===== config.mk =====
export PLATFORM = sky130hd
export DESIGN_NAME = mux_nxw_scan_flat
export DESIGN_NICKNAME = d
export VERILOG_FILES = /design/src/rtl/mux_pkg.sv /design/src/rtl/mux_nxw_scan_if.sv /design/src/rtl/mux_nxw_sel.sv /design/src/rtl/mux_nxw_scan.sv /design/src/flat_wrapper.sv
export SDC_FILE = /design/constraint.sdc
export NUM_CORES = 1
export LEC_CHECK = 0
export CORE_MARGIN = 2
export CORE_UTILIZATION = 45
export CTS_CLUSTER_SIZE = 25
export DETAILED_ROUTE_END_ITERATION = 6
export GPL_TIMING_DRIVEN = 0
export HOLD_SLACK_MARGIN = 0.1
export PLACE_DENSITY_LB_ADDON = 0.25
export SETUP_SLACK_MARGIN = 0.15
export SLEW_MARGIN = 20
export SYNTH_ARGS = -nofsm -noshare
export SYNTH_HDL_FRONTEND = slang
export SYNTH_SLANG_ARGS = --single-unit
export TNS_END_PERCENT = 50

===== constraint.sdc =====
create_clock -name clk -period 4.75 [get_ports clk]
set_input_delay 0.475 -clock clk [delete_from_list [all_inputs] [get_ports clk]]
set_output_delay 0.475 -clock clk [all_outputs]
set_load 0.02 [all_outputs]

===== src/rtl/mux_pkg.sv =====
// Shared constants, FSM state type and width helpers for the N-channel
// registered scan multiplexer.
package mux_pkg;

  localparam logic MODE_DIRECT = 1'b0;
  localparam logic MODE_SCAN   = 1'b1;

  typedef enum logic [0:0] {
    ST_DIRECT = 1'b0,
    ST_SCAN   = 1'b1
  } state_t;

  // Select width: max(1, clog2(n)).
  function automatic int sel_width(input int n);
    return ($clog2(n) < 1) ? 1 : $clog2(n);
  endfunction

  // Dwell counter width: clog2(dwell+1), never below one bit.
  function automatic int cnt_width(input int dwell);
    return ($clog2(dwell + 1) < 1) ? 1 : $clog2(dwell + 1);
  endfunction

endpackage


===== src/rtl/mux_nxw_scan_if.sv =====
// Channel bank, select controls and the registered valid/ready output of
// the scan multiplexer, bundled as one bus.
interface mux_nxw_scan_if
  import mux_pkg::*;
#(
  parameter int N  = 8,
  parameter int W  = 1,
  parameter int SW = sel_width(N)
);

  logic [N*W-1:0] I;
  logic [SW-1:0]  S;
  logic           mode;
  logic           en;
  logic           ready;
  logic [W-1:0]   Y;
  logic [SW-1:0]  Y_sel;
  logic           valid;

  modport master (
    output I, S, mode, en, ready,
    input  Y, Y_sel, valid
  );

  modport slave (
    input  I, S, mode, en, ready,
    output Y, Y_sel, valid
  );

endinterface


===== src/rtl/mux_nxw_sel.sv =====
// Combinational N-to-1, W-bit channel selector; an index past the last
// channel yields zero instead of an X or an aliased channel.
module mux_nxw_sel
  import mux_pkg::*;
#(
  parameter int N  = 8,
  parameter int W  = 1,
  parameter int SW = sel_width(N)
) (
  input  logic [N*W-1:0] data,
  input  logic [SW-1:0]  idx,
  output logic [W-1:0]   y
);

  // Range-checked channel pick.
  always_comb begin
    if (int'(idx) < N) begin
      y = data[int'(idx)*W +: W];
    end else begin
      y = '0;
    end
  end

endmodule


===== src/rtl/mux_nxw_scan.sv =====
// Registered N-channel, W-bit multiplexer with direct and round-robin scan
// modes, feeding a valid/ready consumer.
module mux_nxw_scan
  import mux_pkg::*;
#(
  parameter int  N     = 8,
  parameter int  W     = 1,
  parameter int  DWELL = 1,
  localparam int SW    = sel_width(N),
  localparam int CW    = cnt_width(DWELL)
) (
  input logic           clk,
  input logic           rst_n,
  mux_nxw_scan_if.slave bus
);

  state_t        state_r;
  state_t        state_s;
  logic [SW-1:0] ptr_r;
  logic [SW-1:0] ptr_s;
  logic [CW-1:0] cnt_r;
  logic [CW-1:0] cnt_s;
  logic [SW-1:0] scan_ptr_s;
  logic [CW-1:0] scan_cnt_s;
  logic [SW-1:0] adv_ptr_s;
  logic [CW-1:0] adv_cnt_s;
  logic [SW-1:0] idx_s;
  logic [W-1:0]  sel_data_s;
  logic          load_s;
  logic [W-1:0]  y_r;
  logic [SW-1:0] y_sel_r;
  logic          valid_r;

  assign load_s = bus.en && (!valid_r || bus.ready);

  // Entering scan from direct starts from channel 0 with a fresh dwell.
  assign scan_ptr_s = (state_r == ST_SCAN) ? ptr_r : '0;
  assign scan_cnt_s = (state_r == ST_SCAN) ? cnt_r : '0;

  // Dwell/pointer advance; the pointer wraps at N-1, not at 2^SW-1.
  always_comb begin
    if (scan_cnt_s == CW'(DWELL - 1)) begin
      adv_cnt_s = '0;
      adv_ptr_s = (scan_ptr_s == SW'(N - 1)) ? '0 : scan_ptr_s + SW'(1);
    end else begin
      adv_cnt_s = scan_cnt_s + CW'(1);
      adv_ptr_s = scan_ptr_s;
    end
  end

  // Next state, scan pointer and sample index; mode only matters on a load.
  always_comb begin
    state_s = state_r;
    ptr_s   = ptr_r;
    cnt_s   = cnt_r;
    idx_s   = bus.S;
    if (load_s) begin
      case (state_r)
        ST_DIRECT: begin
          if (bus.mode == MODE_SCAN) begin
            state_s = ST_SCAN;
            idx_s   = scan_ptr_s;
            ptr_s   = adv_ptr_s;
            cnt_s   = adv_cnt_s;
          end else begin
            state_s = ST_DIRECT;
            idx_s   = bus.S;
          end
        end
        ST_SCAN: begin
          if (bus.mode == MODE_SCAN) begin
            state_s = ST_SCAN;
            idx_s   = scan_ptr_s;
            ptr_s   = adv_ptr_s;
            cnt_s   = adv_cnt_s;
          end else begin
            state_s = ST_DIRECT;
            idx_s   = bus.S;
            ptr_s   = '0;
            cnt_s   = '0;
          end
        end
        default: begin
          state_s = ST_DIRECT;
          idx_s   = bus.S;
          ptr_s   = '0;
          cnt_s   = '0;
        end
      endcase
    end else begin
      idx_s = bus.S;
    end
  end

  mux_nxw_sel #(
    .N  (N),
    .W  (W),
    .SW (SW)
  ) u_sel (
    .data (bus.I),
    .idx  (idx_s),
    .y    (sel_data_s)
  );

  // FSM, scan pointer and output register with handshake.
  always_ff @(posedge clk or negedge rst_n) begin
    if (!rst_n) begin
      state_r <= ST_DIRECT;
      ptr_r   <= '0;
      cnt_r   <= '0;
      y_r     <= '0;
      y_sel_r <= '0;
      valid_r <= 1'b0;
    end else begin
      state_r <= state_s;
      ptr_r   <= ptr_s;
      cnt_r   <= cnt_s;
      if (load_s) begin
        y_r     <= sel_data_s;
        y_sel_r <= idx_s;
        valid_r <= 1'b1;
      end else if (valid_r && bus.ready) begin
        valid_r <= 1'b0;
      end else begin
        valid_r <= valid_r;
      end
    end
  end

  assign bus.Y     = y_r;
  assign bus.Y_sel = y_sel_r;
  assign bus.valid = valid_r;

endmodule

===== src/flat_wrapper.sv =====
// flat-port wrapper written by rule: the top's interface ports become plain ports
module mux_nxw_scan_flat import mux_pkg::*;
#(
  parameter int  N     = 8,
  parameter int  W     = 1,
  parameter int  DWELL = 1,
  localparam int SW    = sel_width(N),
  localparam int CW    = cnt_width(DWELL)
)
  (clk, rst_n, bus_I, bus_S, bus_mode, bus_en, bus_ready, bus_Y, bus_Y_sel, bus_valid);
  mux_nxw_scan_if #(.N(N), .W(W)) bus_i ();
  input logic clk;
  input logic rst_n;
  input wire logic [$bits(bus_i.I)-1:0] bus_I;
  input wire logic [$bits(bus_i.S)-1:0] bus_S;
  input wire logic [$bits(bus_i.mode)-1:0] bus_mode;
  input wire logic [$bits(bus_i.en)-1:0] bus_en;
  input wire logic [$bits(bus_i.ready)-1:0] bus_ready;
  output wire logic [$bits(bus_i.Y)-1:0] bus_Y;
  output wire logic [$bits(bus_i.Y_sel)-1:0] bus_Y_sel;
  output wire logic [$bits(bus_i.valid)-1:0] bus_valid;
  assign bus_i.I = bus_I;
  assign bus_i.S = bus_S;
  assign bus_i.mode = bus_mode;
  assign bus_i.en = bus_en;
  assign bus_i.ready = bus_ready;
  assign bus_Y = bus_i.Y;
  assign bus_Y_sel = bus_i.Y_sel;
  assign bus_valid = bus_i.valid;
  mux_nxw_scan #(.N(N), .W(W), .DWELL(DWELL)) u_core (.clk(clk), .rst_n(rst_n), .bus(bus_i));
endmodule

==> impl_results.md <==
* Switching Fraction at around 30%
* Die W at about 42 um
* Cells after DPL at 110
* Hold Violations, Final at 0
* DP HPWL at approximately 1100 um
* Worst EP arrival at 2010 ps
* Reg power frac at just under 40%
* CTS tree: done
* Clock Skews at 2.48 ps
* Fin crit period at ~1900 ps
* Max-cap violation count at 0
* Post-Syn Area per Cell at 8.47 um^2
* Hold_buf cts at 0
* Clock Sinks at 9
* Total grt overflow at 0
* Initial antenna violation count at 0
* Highest Clock Rate at roughly 530 MHz
* Via/cell ratio at roughly 5.4
* Hold Crit Class: reg -> reg
* Clk_lat worst skew at ~270 ps
* RSZ-0062 raised after global routing: no
* Setup CP Type: in -> reg
* Sequential area share after synthesis at 35.4%
* Worst-Margin Slew at roughly 380 ps
* Post-synthesis cell count at 75
* Post-synth ARST share at 100%
* Initial core utilization at between 40 and 50%
* Top cells by area, synth: dfrtp_1, o21ai_0, nand2_1, nand2b_1, nand3_1
* Antenna violation net count after detailed routing at 0
* Starting DRT DRC Count at 2
* Worst-path cell chain: clkdlybuf4s50_1 > and2_1 > a22oi_1 > a311o_1 > a211oi_1 > a41oi_1
* Pins over their slew limit at 0
* Area delta synth->final at 38.6%
* Leak at ~0.38 nW
* Slew HR at between 70% and 80%
* Sum of negative setup slack at 0 ps
* Dominant delay contributor by cell family on the critical path: compound AO/OA/AOI/OAI gates
* Routed via count at 615
* Flops & latches, synth at 9
* Syn nets at 92
* Area share of the largest cell type after synthesis at between 30% and 40%
* # fillers at ~110
* Routed len/inst at between 10 and 15 um
* Yosys top cell by area: dfrtp_1
* DRC violations left at 0
* Htree depth at 1
* Slowest CP cell: clkdlybuf4s50_1
* Status: finished clean
* Clock power frac at around a quarter
* Critical Path Start Type: input port
* Worst-path maximum fanout at 5
* Combinational fraction of design power at around 36%
* Number of I/O port buffers at 20
* Yosys cell types at 33
* Wirelength, routed at 1400 um
* Post-CTS setup buffers at 0
* CTS clock-pin slew for the worst setup and hold paths at ~60 ps
* Global-route wire length before repair at approximately 2300 um
* Layout cells sized above 1 at a little under a tenth
* Peak per-stage delay on the critical path at between 500 and 600 ps
* EDFF count, synth at 0
* I/O pin count at 21
* DIE AREA at roughly 0.0017 mm^2
* Fin cells at 114
* Ys Warns at 0
* Maximum VDD drop at approximately 0.24 mV
* Top cells by count, synth: o21ai_0, dfrtp_1, nand2_1
* Main synth FF type: dfrtp_1
* GP Congestion at a little over 0.8
* Power Dens Cells at between 200 and 300 mW/mm^2
* Critical path data required time at a little under 5000 ps
* Core ar. at 0.00132 mm^2
* Clock Tree Root: clkbuf_4
* CTS buffer count at 3
* Int Power at between 0.15 and 0.2 mW
* NetSw at roughly 0.074 mW
* Layout Nets at ~120
* TritonRoute pass-1 iters at 4
* DIE HEIGHT at approximately 42 um
* Power, Total at approximately 0.24 mW
* # resized after CTS at 0
* Tcrit/Tclk final at between 30% and 40%
* Largest net degree at the start of global routing at 11
* Buf/Inv on CP at 1
* Clock Tree Buf Depth at 2
* Hold Slack at 476 ps
* Crit. End Element: flip-flop
* Leading cell type by number of instances after synthesis: o21ai_0
* Post-Syn Area at 636 um^2
* Final setup vio count at 0
* Row count at 13
* Vias in the first global route at approximately 550
* Ant diodes at 0
* Overall routing resource usage at between 15 and 20%
[cell families (layout without fill, tap and decap cells)]
family / count (synthesis) / count (layout) / share of synthesized area (%)
and+or+nand+nor: 34 / 34 / 30.1
AOI/OAI and AO/OA: 24 / 24 / 24.0
DFF: 9 / 9 / 35.4
buffers and inverters: 5 / 29 / 5.51
adders and majority gates: 1 / 1 / 1.97
xor gates and xnor gates: 1 / 1 / 1.38
muxes: 1 / 1 / 1.57
[layer usage]
metal	wire (um)	vias to the layer above	GRT usage [%]
met3	99	2	7.83
met5	0	-	0
li1	-	317	-
met2	637	21	25.6
met4	15	0	3.87
met1	644	275	22.9
[stage by stage]
stage / area (um^2) / utilization [%] / setup WS [ps]
2_1_floorplan: 636 / - / 3140
3_3_place_gp: 855 / 64.9 / 2600
3_5_place_dp: 855 / 64.9 / 2590
4_1_cts: 881 / 66.9 / 2880
5_1_grt: 881 / 66.9 / 2770
6_report: 881 / 66.9 / 2870
[cells in the final DEF (no fill, tap or decap), drive strengths merged, types with 2 or more instances in the layout]
cell type,count
a21boi,2
dfrtp,9
clkbuf,5
and3,2
clkdlybuf4s50,20
nand3,5
nand2,9
nor2,5
and2,4
nand2b,4
o21ai,11
buf,3
a21oi,3
[registers in the layout (all words and copies together) (netlist names)]
signal,count
u_core.bus.Y_sel,3
u_core.state_r,1
u_core.bus.valid,1
u_core.bus.Y,1
u_core.ptr_r,3
[power groups by stage]
stage	registers (mW)	clock network, mW	logic [mW]
2_1_floorplan	0.104	0	0.0438
4_1_cts	0.0966	0.0618	0.0865
3_5_place_dp	0.0978	0	0.0859
5_1_grt	0.0989	0.0648	0.0936
3_3_place_gp	0.0970	0	0.0840
6_report	0.0962	0.0592	0.0861
[final timing paths]
kind / from / to / slack (ps) / depth (start not counted)
worst max-delay path: bus_en / u_core.bus.Y / 2870 / 6
worst min-delay path: u_core.bus.Y_sel[2] / u_core.bus.Y_sel[2] / 480 / 2
worst max register to register: u_core.state_r / u_core.bus.Y / 3120 / 6
worst min register to register: u_core.bus.Y_sel[2] / u_core.bus.Y_sel[2] / 480 / 2
max in group asynchronous: rst_n / u_core.ptr_r[2] / 3980 / 1
min in group asynchronous: rst_n / u_core.state_r / 500 / 1
[final cells by class]
| cell class | count | area (um^2) | share of cell area, % |
|---|---|---|---|
| multi-input combinational | 61 | 375 | 42.6 |
| sequential | 9 | 225 | 25.6 |
| timing repair buffer | 20 | 200 | 22.7 |
| buffer | 4 | 31.3 | 3.55 |
| clock buffer | 4 | 26.3 | 2.98 |
| tap | 15 | 18.8 | 2.13 |
| inverter | 1 | 3.75 | 0.426 |
[worst register-to-register path: cells and delay by family, from the launching register on]
| kind | cells | cell delay [ps] |
|---|---|---|
| buffers and inverters | 2 | 250 |
| and+or+nand+nor | 1 | 150 |
| AOI/OAI and AO/OA | 3 | 710 |
| DFF | 1 | 370 |
(Power assumes the default switching activity.)
